## src/rtl/video_sched_pkg.sv

```systemverilog
// Shared types and constants for the frame-synchronous pattern scheduler.
package video_sched_pkg;

  typedef enum logic [1:0] {
    RUN   = 2'd0,
    PEND  = 2'd1,
    BLANK = 2'd2
  } state_t;

  localparam int MODE_BARS    = 0;
  localparam int MODE_SOLID   = 1;
  localparam int MODE_CHECKER = 2;
  localparam int MODE_GRAD    = 3;

  // Width of a counter that must hold values 0..n; never narrower than 1 bit.
  function automatic int cnt_w(input int n);
    return (n < 1) ? 1 : $clog2(n + 1);
  endfunction

endpackage

```

## src/rtl/vsync_edge_detect.sv

```systemverilog
// Normalises vsync polarity and emits a one-cycle tick on the first active cycle.
module vsync_edge_detect #(
  parameter int pol = 0
) (
  input  logic clk,
  input  logic reset_n,
  input  logic vsync,
  output logic tick
);

  localparam logic POL = (pol != 0);

  logic sync_act;
  logic vs_q;

  always_comb begin
    sync_act = ~(vsync ^ POL);
    tick     = sync_act & ~vs_q;
  end

  // vs_q clears on reset so a vsync already active at reset exit still ticks.
  always_ff @(posedge clk) begin
    if (!reset_n) vs_q <= 1'b0;
    else          vs_q <= sync_act;
  end

endmodule

```

## src/rtl/video_pattern_scheduler.sv

```systemverilog
// Selects the displayed test pattern; applies manual or auto-cycle changes at frame boundaries.
module video_pattern_scheduler
  import video_sched_pkg::*;
#(
  parameter int num_modes       = 4,
  parameter int mode_w          = 2,
  parameter int default_mode    = MODE_BARS,
  parameter int auto_dwell      = 60,
  parameter int blank_frames    = 1,
  parameter int video_vsync_pol = 0
) (
  input  logic              pixel_clock,
  input  logic              reset_n,
  input  logic              video_vsync,
  input  logic              auto_enable,
  input  logic              req_valid,
  input  logic [mode_w-1:0] req_mode,
  output logic              req_ready,
  output logic              req_error,
  output logic [mode_w-1:0] cur_mode,
  output logic              mode_blank,
  output logic              switch_done,
  output logic [15:0]       frame_count
);

  localparam int DW = cnt_w(auto_dwell);
  localparam int BW = cnt_w(blank_frames);

  localparam logic [DW-1:0]     DWELL_LAST   = DW'(auto_dwell - 1);
  localparam logic [BW-1:0]     BLANK_LAST   = BW'((blank_frames > 0) ? blank_frames - 1 : 0);
  localparam logic [mode_w-1:0] DEFAULT_MODE = mode_w'(default_mode);
  localparam logic [mode_w-1:0] LAST_MODE    = mode_w'(num_modes - 1);
  localparam logic [mode_w:0]   NUM_MODES_X  = (mode_w + 1)'(num_modes);

  state_t            state;
  logic [mode_w-1:0] pend_mode;
  logic [DW-1:0]     dwell;
  logic [BW-1:0]     blank_cnt;
  logic              tick;
  logic              xfer;
  logic              req_bad;
  logic [mode_w-1:0] next_mode;

  vsync_edge_detect #(
    .pol(video_vsync_pol)
  ) u_vsync_edge (
    .clk    (pixel_clock),
    .reset_n(reset_n),
    .vsync  (video_vsync),
    .tick   (tick)
  );

  always_comb begin
    xfer      = req_valid & req_ready;
    req_bad   = ({1'b0, req_mode} >= NUM_MODES_X);
    next_mode = (cur_mode == LAST_MODE) ? '0 : cur_mode + 1'b1;
  end

  always_ff @(posedge pixel_clock) begin
    if (!reset_n) begin
      state       <= RUN;
      cur_mode    <= DEFAULT_MODE;
      pend_mode   <= DEFAULT_MODE;
      mode_blank  <= 1'b0;
      req_ready   <= 1'b1;
      req_error   <= 1'b0;
      switch_done <= 1'b0;
      frame_count <= '0;
      dwell       <= '0;
      blank_cnt   <= '0;
    end else begin
      req_error   <= 1'b0;
      switch_done <= 1'b0;
      if (tick) frame_count <= frame_count + 16'd1;

      unique case (state)
        RUN: begin
          // req_ready re-asserts one cycle after the switch_done that returned us here.
          req_ready <= 1'b1;
          if (xfer && !req_bad) begin
            if (req_mode == cur_mode) begin
              switch_done <= 1'b1;
              dwell       <= '0;
            end else begin
              pend_mode <= req_mode;
              req_ready <= 1'b0;
              state     <= PEND;
            end
          end else begin
            if (xfer) req_error <= 1'b1;
            if (!auto_enable) begin
              dwell <= '0;
            end else if (tick) begin
              if (dwell == DWELL_LAST) begin
                pend_mode <= next_mode;
                req_ready <= 1'b0;
                state     <= PEND;
              end else begin
                dwell <= dwell + 1'b1;
              end
            end
          end
        end

        PEND: begin
          if (tick) begin
            cur_mode <= pend_mode;
            if (blank_frames == 0) begin
              switch_done <= 1'b1;
              dwell       <= '0;
              state       <= RUN;
            end else begin
              mode_blank <= 1'b1;
              blank_cnt  <= '0;
              state      <= BLANK;
            end
          end
        end

        BLANK: begin
          if (tick) begin
            if (blank_cnt == BLANK_LAST) begin
              mode_blank  <= 1'b0;
              switch_done <= 1'b1;
              dwell       <= '0;
              state       <= RUN;
            end else begin
              blank_cnt <= blank_cnt + 1'b1;
            end
          end
        end

        default: state <= RUN;
      endcase
    end
  end

endmodule

```

## config.mk

```make
export PLATFORM = sky130hd
export DESIGN_NAME = video_pattern_scheduler
export DESIGN_NICKNAME = d
export VERILOG_FILES = /design/src/rtl/video_sched_pkg.sv /design/src/rtl/vsync_edge_detect.sv /design/src/rtl/video_pattern_scheduler.sv
export SDC_FILE = /design/constraint.sdc
export NUM_CORES = 1
export LEC_CHECK = 0
export ABC_AREA = 1
export CAP_MARGIN = 20
export CORE_UTILIZATION = 45
export CTS_CLUSTER_DIAMETER = 150
export DETAILED_ROUTE_END_ITERATION = 10
export PLACE_DENSITY = 0.7
export SLEW_MARGIN = 20
export SYNTH_ARGS = -nofsm -noshare
export SYNTH_HDL_FRONTEND = slang
export SYNTH_HIERARCHICAL = 1
export SYNTH_SLANG_ARGS = --single-unit
export TNS_END_PERCENT = 50
```

## constraint.sdc

```tcl
create_clock -name pixel_clock -period 1.65 [get_ports pixel_clock]
set_input_delay 0.2475 -clock pixel_clock [delete_from_list [all_inputs] [get_ports pixel_clock]]
set_output_delay 0.2475 -clock pixel_clock [all_outputs]
set_load 0.03 [all_outputs]
```

* Word level (Yosys, flattened, before mapping)
Index checks and enable logic that the tools add are counted.
Storage, ports and cells: word-level logic and storage cells 86, bits of input ports 7, register bits 33
Cells by class: $add $sub $neg 4, bitwise operators 4, reductions and logical operators 12, multiplexer cells 40, equality and inequality tests 16
Operators by type and width (count):
- 6-bit 2-to-1 mux | 7
- 2-bit 2-to-1 mux | 14
- 16-bit by 1-bit adder with 16-bit output, second input constant | 1
- 3-bit inequality test, second input constant | 5
- 1-bit 2-to-1 mux | 14
- 6-bit one-hot mux with 2 select lines | 1
- 2-bit nonzero test | 5
- 2-bit inequality test, second input constant | 4
- 4-bit inequality test, second input constant | 2
- 7-bit AND reduction | 1
- 6-bit by 1-bit adder with 6-bit output, second input constant | 1
- 6-bit equality test, second input constant | 1
- 1-bit one-hot mux with 2 select lines | 3
- 2-bit one-hot mux with 3 select lines | 1
- 6-bit AND reduction | 1
- 5-bit AND reduction | 1
- 2-bit equality test, second input constant | 2
- 4-bit AND reduction | 1
- 3-bit AND reduction | 1
- 2-bit by 1-bit adder with 2-bit output, second input constant | 1
- 1-bit AND | 2
- 2-bit by 1-bit equality test with 1-bit output, second input constant | 1
- 2-bit equality test | 1
- 2-bit zero test | 1
- other kinds (3) | 4

* Longest topological paths before layout
word-level depth 6, gate-level depth with buffers 11, depth with buffers taken out 10

* By module
Netlist, hierarchy kept.
Modules (own cells, without submodules):
- video_pattern_scheduler | seq. area each 620.6 um^2, area an instance 1627.8 um^2, cells an instance 245, times used 1
- vsync_edge_detect | seq. area each 20.0 um^2, area an instance 31.3 um^2, cells an instance 4, times used 1

* Worst setup path after synthesis
Ideal clock, no wire load.
path kind reg2reg, from reg frame_count[0], to reg frame_count[14], path buffers 0, required time 1534 ps, stages on the path, launching flop included 9, path slack 118 ps, arrival time 1417 ps, period minus slack after synthesis 1532 ps, path through dfxtp_1 -> ha_1 -> nand3_1 -> nor2_1 -> nand4_1 -> inv_1 -> nand3_1 -> nand2_1 -> nor2_1
On the way: cells in the longest elaborated chain, start to end 1
Ends and longest elaborated chain:
- start: declaration | line video_pattern_scheduler.sv:23 | output logic [15:0] frame_count
- start signal: assignment | line video_pattern_scheduler.sv:74 | if (tick) frame_count <= frame_count + 16'd1;
- 16-bit by 1-bit adder with 16-bit output | line video_pattern_scheduler.sv:74
No other way between the ends. A chain may end at the register's enable or synchronous reset.

* Worst setup path after layout
from reg frame_count[11], to out frame_count[11]
No word-level cell between the ends.

==> summary.txt <==
Worst setup path
  • CP max stage delay: 0.69 ns
  • CP Buf/Inv Count: 1
  • Setup CP Type: reg -> out
  • CP Depth: 1
  • Cell Chain, Critical Path: clkdlybuf4s50_1
  • Reg2reg setup slack: 0.21 ns
  • Critical Path Sink: frame_count[11]
  • Worst reg2reg endpoint: pend_mode[0]
  • Startpoint Class: register
  • WP data required: 1.40 ns
  • Critical path arrival: 1.35 ns
  • Worst setup path start: frame_count[11]
  • CP delay by family, top: buffers and inverters
  • CP max FO: 4
  • Worst reg2reg path depth: 8
  • Worst r2r src: dwell[0]
  • Endpoint class of the critical path: output pin
  • Worst path slowest cell: clkdlybuf4s50_1

Clock network
  • TritonCTS clock tree: done
  • CTS Sinks: 32
  • CTS clk-pin slew, worst paths: 0.06 ns
  • H-tree levels: 2
  • Post-CTS Setup Inserts: 0
  • Root buffer cell: clkbuf_8
  • CTS max path bufs: 2
  • Cts hold-fix bufs: 0
  • TritonCTS Buffers: 5
  • Clk_lat worst skew: 0.28 ns

STA
  • Final hold vios: 0
  • # setup viols final: 0
  • Min Tclk post-route: 1.60 ns
  • Fmax: 626 MHz
  • Max Slew Vio Count: 0
  • Fin Clk Skew: 0.00419 ns
  • Setup TNS: 0 ns
  • Unrepaired setup endpoints after global routing: no
  • Final period utilization: 96.7%

Logic synthesis
  • Post-synthesis cell type count: 29
  • Yosys warning total: 6
  • Synth Cell Area: 1660 sq um
  • Syn Nets: 259
  • Seq/Total Area, Yosys: 38.6%
  • #FFs+latches synth: 32
  • Post-Syn Instances: 249
  • Syn_area_per_cell: 6.66 sq um

Finish
  • ANT cells: 0
  • Fin util: 62.5%
  • Commonest non-fill, non-tap cell in the layout: nand2_1
  • Final nets: 301
  • Most frequent cells in the layout: nand2_1, nor2_1, dfxtp_1
  • Area growth, synth to finish: 29.6%
  • Post-route insts no fill: 337
  • Layout fillers: 345
  • Multi-input gate area: 880 sq um
  • Seq. cell area: 641 sq um
  • Layout cells sized above 1: 10.7%

Global routing
  • Grt total ovfl: 0
  • First-pass GRT wire length: 6.44 mm
  • Maximum number of pins on one net before global-route repair: 12
  • Initial antenna violation count: 0
  • Gr usage total: 20.8%
  • Vias in the first global route: 1488

Route
  • DRC marker count from the first detailed-route iteration: 98
  • Antenna violation net count after detailed routing: 0
  • Vias post-DR: 1605
  • Post-route DRC: 0
  • Routed WL: 3.55 mm
  • Vias/cell: 4.76
  • Routed len/inst: 10.5 microns
  • DR pass1 iterations: 4

Power and ir drop
  • Peak VDD IR: 0.505 mV
  • Cell Pwr Density: 784 nW/um^2
  • Leakage: 1.09 nW

Placed design
  • I/O Buffers: 27
  • Placer congestion estimate: 0.783
  • Inst Count DP: 330
  • Final HPWL DP: 2.63 mm

Outcome
  • Status: complete, no violations

Floorplan
  • Die W: 62.7 microns
  • Row Count: 21
  • Die area: 3930 sq um
  • Starting Density: 48.2%
  • Placeable Area: 3440 sq um
  • I/O pins: 29
  • Die Ht: 62.7 microns

Worst hold path
  • Worst hold-check path type: reg -> reg

Run
  • Max-Cap Viols: 0
## registers in the layout (all words and copies together), names as in the netlist, 2 cells and up
signal	flops
cur_mode	2
dwell	6
frame_count	16
pend_mode	2
state	2
## synth_stat cells
cell	instances	share of area [%]
a21oi_1	19	5.7
a31oi_1	2	0.75
buf_4	1	0.45
buf_6	1	0.68
clkbuf_1	2	0.45
clkinv_1	1	0.23
conb_1	1	0.23
dfxtp_1	32	39
ha_1	3	2.3
inv_1	28	6.3
inv_2	3	0.68
nand2_1	63	14
nand2_2	1	0.38
nand2_4	2	1.4
nand3_1	16	4.8
nand3_2	1	0.60
nand3_4	1	1.1
nand3b_1	3	1.4
nand4_1	3	1.1
nor2_1	44	10
nor2_4	2	1.4
nor3_1	2	0.60
nor3_2	1	0.60
nor3b_1	1	0.45
o21a_1	2	0.90
o21ai_0	11	3.3
o21bai_1	1	0.45
o31ai_1	1	0.45
xor2_1	1	0.53
## per-stage QoR
stage	setup WS (ns)	cell area [sq um]	power (mW)	hold WS [ns]
5_1_grt	0.00225	2150	1.79	0.496
3_5_place_dp	-0.155	2050	1.14	0.470
2_1_floorplan	0.118	1660	1.04	0.319
4_1_cts	0.00432	2120	1.70	0.478
6_report	0.0537	2150	1.68	0.473
3_3_place_gp	-0.122	2050	1.13	0.465
## report_power, final
group	switching, mW	internal, mW
Clock	0.281	0.286
Combinational	0.160	0.112
Sequential	0.0352	0.809
Total	0.477	1.21
## final cells by class
cell class	count	area share [%]
repair buffers	39	17.4
clock inverters	1	0.233
inverters	32	5.59
clock buffers	6	3.38
well taps	46	2.68
flip-flops and latches	32	29.8
multi-input cells	181	40.9
## worst min-delay path by stage
stage | slack (ns) | end | depth (start not counted) | start
2_1_floorplan | 0.32 | u_vsync_edge/vs_q | 1 | video_vsync
3_3_place_gp | 0.47 | mode_blank | 2 | mode_blank
3_5_place_dp | 0.47 | mode_blank | 2 | mode_blank
4_1_cts | 0.48 | mode_blank | 2 | mode_blank
5_1_grt | 0.50 | mode_blank | 2 | mode_blank
6_report | 0.47 | mode_blank | 2 | mode_blank
## logic make-up after synthesis
| group | synth area share, % |
|---|---|
| AO/OA/AOI/OAI | 11.6 |
| XOR/XNOR | 0.528 |
| adder cells (fa/ha/maj) | 2.26 |
| buffers and inverters | 8.82 |
| flip-flops | 38.6 |
| other | 0.226 |
| AND/OR/NAND/NOR | 37.9 |
## routing by layer
metal  GRT usage, %  part of all wire [%]  up-vias
met3           7.30                   4.1        8
li1               -                     -      873
met4           8.43                   1.7        0
met2           31.9                    43       33
met5              0                     0        -
met1           26.5                    51      691
## repair_timing
item	4_1_cts	5_1_grt
pin swaps	0	0
setup endpoints to repair	5	13
hold endpoints to repair	0	0
gates resized for setup	5	10
Note: power is estimated with default switching activity, not from simulation.
